<file path="config.mk">
export PLATFORM = sky130hd
export DESIGN_NAME = div_seq_ctrl_flat
export DESIGN_NICKNAME = d
export VERILOG_FILES = /design/src/rtl/div_seq_ctrl_if.sv /design/src/rtl/div_seq_ctrl.sv /design/src/flat_wrapper.sv
export SDC_FILE = /design/constraint.sdc
export NUM_CORES = 1
export LEC_CHECK = 0
export ABC_AREA = 1
export BUFFER_PORTS_ARGS = -buffer_cell sky130_fd_sc_hd__buf_2
export CAP_MARGIN = 40
export CORE_MARGIN = 8
export CORE_UTILIZATION = 50
export DETAILED_ROUTE_END_ITERATION = 10
export GPL_ROUTABILITY_DRIVEN = 0
export GPL_TIMING_DRIVEN = 0
export PLACE_DENSITY_LB_ADDON = 0.08
export SYNTH_ARGS = -nofsm -noshare
export SYNTH_HDL_FRONTEND = slang
export SYNTH_SLANG_ARGS = --single-unit
</file>
<file path="constraint.sdc">
create_clock -name CLK -period 1.7 [get_ports CLK]
set_clock_uncertainty 0.15 [all_clocks]
set_input_delay 0.17 -clock CLK [delete_from_list [all_inputs] [get_ports CLK]]
set_output_delay 0.17 -clock CLK [all_outputs]
set_load 0.01 [all_outputs]
</file>
<file path="src/rtl/div_seq_ctrl_if.sv">
// rtl/div_seq_ctrl_if.sv - control/handshake bundle between the division sequencer and its datapath/top level
interface div_seq_ctrl_if #(
    parameter int CNT_W = 3
);
    logic             start;
    logic             sign;
    logic             m_zero;
    logic             c0;
    logic             c1;
    logic             c2;
    logic             c3;
    logic             c4;
    logic             c5;
    logic             c6;
    logic             c7;
    logic             busy;
    logic             done;
    logic             err;
    logic [CNT_W-1:0] iter;

    modport master (
        input  start, sign, m_zero,
        output c0, c1, c2, c3, c4, c5, c6, c7, busy, done, err, iter
    );

    modport slave (
        output start, sign, m_zero,
        input  c0, c1, c2, c3, c4, c5, c6, c7, busy, done, err, iter
    );
endinterface

</file>
<file path="src/rtl/div_seq_ctrl.sv">
// rtl/div_seq_ctrl.sv - restoring-division control sequencer issuing one-hot strobes c0..c7
module div_seq_ctrl #(
    parameter int ITER  = 8,
    parameter int CNT_W = 3
) (
    input logic            CLK,
    input logic            RESET,
    div_seq_ctrl_if.master bus
);
    typedef enum logic [3:0] {
        IDLE, LOAD_M, LOAD_Q, SHIFT, SUB, SETQ, RESTORE, OUT_Q, OUT_R, DONE, ERR
    } state_t;

    localparam logic [CNT_W-1:0] LAST = CNT_W'(ITER - 1);

    state_t           state;
    state_t           state_nx;
    logic [CNT_W-1:0] iter_q;
    logic [CNT_W-1:0] iter_nx;

    always_comb begin
        state_nx = state;
        iter_nx  = iter_q;
        case (state)
            IDLE:    if (bus.start) state_nx = LOAD_M;
            LOAD_M:  state_nx = LOAD_Q;
            LOAD_Q: begin
                iter_nx  = '0;
                state_nx = bus.m_zero ? ERR : SHIFT;
            end
            SHIFT:   state_nx = SUB;
            SUB:     state_nx = SETQ;
            SETQ: begin
                if (bus.sign) begin
                    state_nx = RESTORE;
                end else if (iter_q == LAST) begin
                    state_nx = OUT_Q;
                end else begin
                    state_nx = SHIFT;
                    iter_nx  = iter_q + 1'b1;
                end
            end
            RESTORE: begin
                if (iter_q == LAST) begin
                    state_nx = OUT_Q;
                end else begin
                    state_nx = SHIFT;
                    iter_nx  = iter_q + 1'b1;
                end
            end
            OUT_Q:   state_nx = OUT_R;
            OUT_R:   state_nx = DONE;
            DONE:    state_nx = IDLE;
            ERR:     state_nx = IDLE;
            default: state_nx = IDLE;
        endcase
    end

    // Strobes are registered from the next state so they are glitch-free and aligned with the state.
    always_ff @(posedge CLK or negedge RESET) begin
        if (!RESET) begin
            state    <= IDLE;
            iter_q   <= '0;
            bus.c0   <= 1'b0;
            bus.c1   <= 1'b0;
            bus.c2   <= 1'b0;
            bus.c3   <= 1'b0;
            bus.c4   <= 1'b0;
            bus.c5   <= 1'b0;
            bus.c6   <= 1'b0;
            bus.c7   <= 1'b0;
            bus.busy <= 1'b0;
            bus.done <= 1'b0;
            bus.err  <= 1'b0;
        end else begin
            state    <= state_nx;
            iter_q   <= iter_nx;
            bus.c0   <= (state_nx == LOAD_M);
            bus.c1   <= (state_nx == LOAD_Q);
            bus.c2   <= (state_nx == SETQ);
            bus.c3   <= (state_nx == SUB);
            bus.c4   <= (state_nx == SHIFT);
            bus.c5   <= (state_nx == RESTORE);
            bus.c6   <= (state_nx == OUT_Q);
            bus.c7   <= (state_nx == OUT_R);
            bus.busy <= (state_nx != IDLE);
            bus.done <= (state_nx == DONE) || (state_nx == ERR);
            bus.err  <= (state_nx == ERR);
        end
    end

    assign bus.iter = iter_q;
endmodule

</file>
<file path="src/flat_wrapper.sv">
// flat-port wrapper written by rule: the top's interface ports become plain ports
module div_seq_ctrl_flat 
#(
    parameter int ITER  = 8,
    parameter int CNT_W = 3
)
  (CLK, RESET, bus_start, bus_sign, bus_m_zero, bus_c0, bus_c1, bus_c2, bus_c3, bus_c4, bus_c5, bus_c6, bus_c7, bus_busy, bus_done, bus_err, bus_iter);
  div_seq_ctrl_if #(.CNT_W(CNT_W)) bus_i ();
  input logic CLK;
  input logic RESET;
  input wire logic [$bits(bus_i.start)-1:0] bus_start;
  input wire logic [$bits(bus_i.sign)-1:0] bus_sign;
  input wire logic [$bits(bus_i.m_zero)-1:0] bus_m_zero;
  output wire logic [$bits(bus_i.c0)-1:0] bus_c0;
  output wire logic [$bits(bus_i.c1)-1:0] bus_c1;
  output wire logic [$bits(bus_i.c2)-1:0] bus_c2;
  output wire logic [$bits(bus_i.c3)-1:0] bus_c3;
  output wire logic [$bits(bus_i.c4)-1:0] bus_c4;
  output wire logic [$bits(bus_i.c5)-1:0] bus_c5;
  output wire logic [$bits(bus_i.c6)-1:0] bus_c6;
  output wire logic [$bits(bus_i.c7)-1:0] bus_c7;
  output wire logic [$bits(bus_i.busy)-1:0] bus_busy;
  output wire logic [$bits(bus_i.done)-1:0] bus_done;
  output wire logic [$bits(bus_i.err)-1:0] bus_err;
  output wire logic [$bits(bus_i.iter)-1:0] bus_iter;
  assign bus_i.start = bus_start;
  assign bus_i.sign = bus_sign;
  assign bus_i.m_zero = bus_m_zero;
  assign bus_c0 = bus_i.c0;
  assign bus_c1 = bus_i.c1;
  assign bus_c2 = bus_i.c2;
  assign bus_c3 = bus_i.c3;
  assign bus_c4 = bus_i.c4;
  assign bus_c5 = bus_i.c5;
  assign bus_c6 = bus_i.c6;
  assign bus_c7 = bus_i.c7;
  assign bus_busy = bus_i.busy;
  assign bus_done = bus_i.done;
  assign bus_err = bus_i.err;
  assign bus_iter = bus_i.iter;
  div_seq_ctrl #(.ITER(ITER), .CNT_W(CNT_W)) u_core (.CLK(CLK), .RESET(RESET), .bus(bus_i));
endmodule
</file>
==> flow_summary.toml <==
[critical_path]
reg2reg_depth = 9
cp_max_fo = 4
crit_arrival_ns = 1.63
worst_setup_path_end_kind = "flip-flop"
start_kind = "flip-flop"
crit_type = "flip-flop to flip-flop"
critPathRequiredTime_ns = 1.78

[timing]
post-route-period-util_pct = 91.1
slew_headroom_pct = 73.9
rsz0062_at_grt = "false"
max_freq_ghz = 0.646
finalHoldViolCount = 0
worstMarginPinSlew_ns = 0.388
hold_slack_ns = 0.0527
finalSetupViolCount = 0
fin_crit_ns = 1.55
slew_violations = 0
fin_ws_ns = 0.151

[finish]
largest_register_ffs = 4
layout-drive-gt1-share_pct = 28.7
final_core_util_pct = 65.5
nets = 123
max_flop_register = "u_core.state"
fill_cells = 136
syn_to_final_growth_pct = 23.7
fin_area_um2 = 975
diodes = 0

[grt]
antenna_found_initial = 0
grt_use_met1_pct = 11.5
grt_use_met3_pct = 4.11
grt_pass1_vias = 645
use_met2_pct = 19.1
busiest_layer = "met2"
grtUsageTotal_pct = 11.3
grt_max_degree = 19
grt_overflow = 0
grt_pass1_wl_um = 2820

[route]
num_vias = 677
routedWlPerCell_um = 12.8
drt-initial-drc-count = 13
wl_um = 1680
viasPerCell = 5.17
post-route-drc-count = 0
ant_nets = 0
drtPass1Iterations = 4

[synthesis]
synth-edff-count = 0
syn_inst = 90
yosysUniqueCellTypes = 13
synth_nets = 97
synth-seq-area-share_pct = 57.1
synth_area_leaders = "dfrtp_1 57%, nand2_1 9.5%, nand3_1 8.3%"
synthArstFlopShare_pct = 100
synth.top_cell.area_share_pct = 57.1
netlist_top_cells_count = "20 x nand2_1, 18 x dfrtp_1, 14 x inv_1, 13 x nand3_1, 10 x nor2_1"
yosysMostFrequentCell = "nand2_1"
synth_area_leader_cell = "dfrtp_1"
syn_area_per_cell_um2 = 8.76
yosysWarnings = 0
syn_area_um2 = 788
ys.flop_type = "dfrtp_1"
ys_seq_elements = 18

[power_and_ir_drop]
seq_power_share_pct = 42.3
powerDensity_mw_per_mm2 = 1550
p_int_uw = 894
net-switching-power_uw = 620
cellLeakagePower_nw = 0.579
finalPower_mw = 1.51
p_sw_share_pct = 40.9
ir_worst_vdd_mv = 0.912
pwr-share-comb_pct = 40.4
clock_power_share_pct = 17.3

[min_path]
hold_class = "input pin to flip-flop"
min_path_cells = 3

[clocking]
cts_max_path_buffers = 2
cts_root_buffer = "clkbuf_4"
clk_pin_slew_worst_paths_ns = 0.10
cts_tree = "built"
cts_max_level = 1
clock_latency_ns = 0.29
clock_sinks = 18
cts_buffers = 3

[job]
drv_cap = 0

[floorplanning]
die_area_mm2 = 0.00310
start_util_pct = 52.9
rows = 14
pin_count = 19
die-height_um = 55.7
die_w_um = 55.7
core_area_mm2 = 0.00149

[status]
outcome = "finished clean"

[place]
hpwl_um = 1290
place_ws_ns = -0.00978
place_area_um2 = 898
port_buffers = 18
-- area by class of cell --
class | count | area (um2) | share of cell area (%)
clock buffer | 4 | 36.3 | 3.72
tap | 16 | 20.0 | 2.05
multi-input combinational | 57 | 294 | 30.2
inverter | 15 | 56.3 | 5.78
timing repair buffer | 21 | 118 | 12.1
sequential | 18 | 450 | 46.2
-- through the flow --
stage | TNS, ns | std cells
after CTS | 0 | 130
after global routing | 0 | 131
after global placement | -0.00211 | 124
final | 0 | 131
after floorplan | 0 | 90
after detailed placement | -0.00978 | 124
-- layer usage --
| layer | share of wire, % | up-vias | wire (um) |
|---|---|---|---|
| met3 | 6.3 | 5 | 106 |
| met4 | 2.1 | 0 | 35 |
| met5 | 0 | - | 0 |
| li1 | - | 335 | - |
| met2 | 49 | 21 | 832 |
| met1 | 42 | 316 | 707 |
-- worst max-delay path, cell delays in order (launching register included) --
cell and delay [ns]:
dfrtp_1 0.43, ha_2 0.18, ha_2 0.17, inv_2 0.08
nand2_1 0.07, nand3_2 0.08, nand2_1 0.06, nor2_2 0.13
nand2_1 0.06, nor2_1 0.07
-- repair_timing --
action,4_1_cts,5_1_grt
hold buffers,2,0
buffers inserted,0,1
endpoints found under the setup margin,1,3
endpoints found under the hold margin,19,0
cloned,0,0
pin swaps,0,3
gates resized for setup,1,4
-- logic make-up (layout without fill, tap and decap cells) --
kind of cell    count (synthesis)  count (layout)  share of synthesized area (%)
simple gates                   54              54                           31.9
buf+inv                        15              40                           7.14
flops                          18              18                           57.1
fa+ha+maj                       2               2                           3.17
compound gates                  1               1                          0.634
-- power by group through the flow --
stage | clock network (mW) | logic (mW) | registers (mW)
2_1_floorplan | 0 | 0.354 | 0.690
3_3_place_gp | 0 | 0.593 | 0.640
3_5_place_dp | 0 | 0.608 | 0.649
4_1_cts | 0.266 | 0.611 | 0.641
5_1_grt | 0.281 | 0.699 | 0.658
6_report | 0.263 | 0.611 | 0.640
-- path summary, 6_finish.rpt --
path	start	end	slack (ns)
min reg2reg	u_core.state[1]$_DFF_PN0_	u_core.bus.c1$_DFF_PN0_	0.38
max in group asynchronous	RESET	u_core.state[2]$_DFF_PN0_	0.95
max reg2reg	u_core.bus.iter[0]$_DFFE_PN0P_	u_core.bus.c4$_DFF_PN0_	0.15
min in group asynchronous	RESET	u_core.bus.c1$_DFF_PN0_	0.17
min	bus_m_zero	u_core.bus.err$_DFF_PN0_	0.05
max	u_core.bus.iter[0]$_DFFE_PN0P_	u_core.bus.c4$_DFF_PN0_	0.15
-- placed cells by master (no fill, tap or decap) --
cell type / n
buf_2: 18
buf_4: 1
clkbuf_4: 3
clkbuf_8: 1
dfrtp_1: 18
dlygate4sd3_1: 2
ha_2: 2
inv_1: 13
inv_2: 2
nand2_1: 20
nand3_1: 12
nand3_2: 2
nand4_1: 4
nor2_1: 9
nor2_2: 3
nor2_4: 1
nor3_1: 3
o21ai_0: 1
No activity file was read; power rests on OpenSTA's default activity.
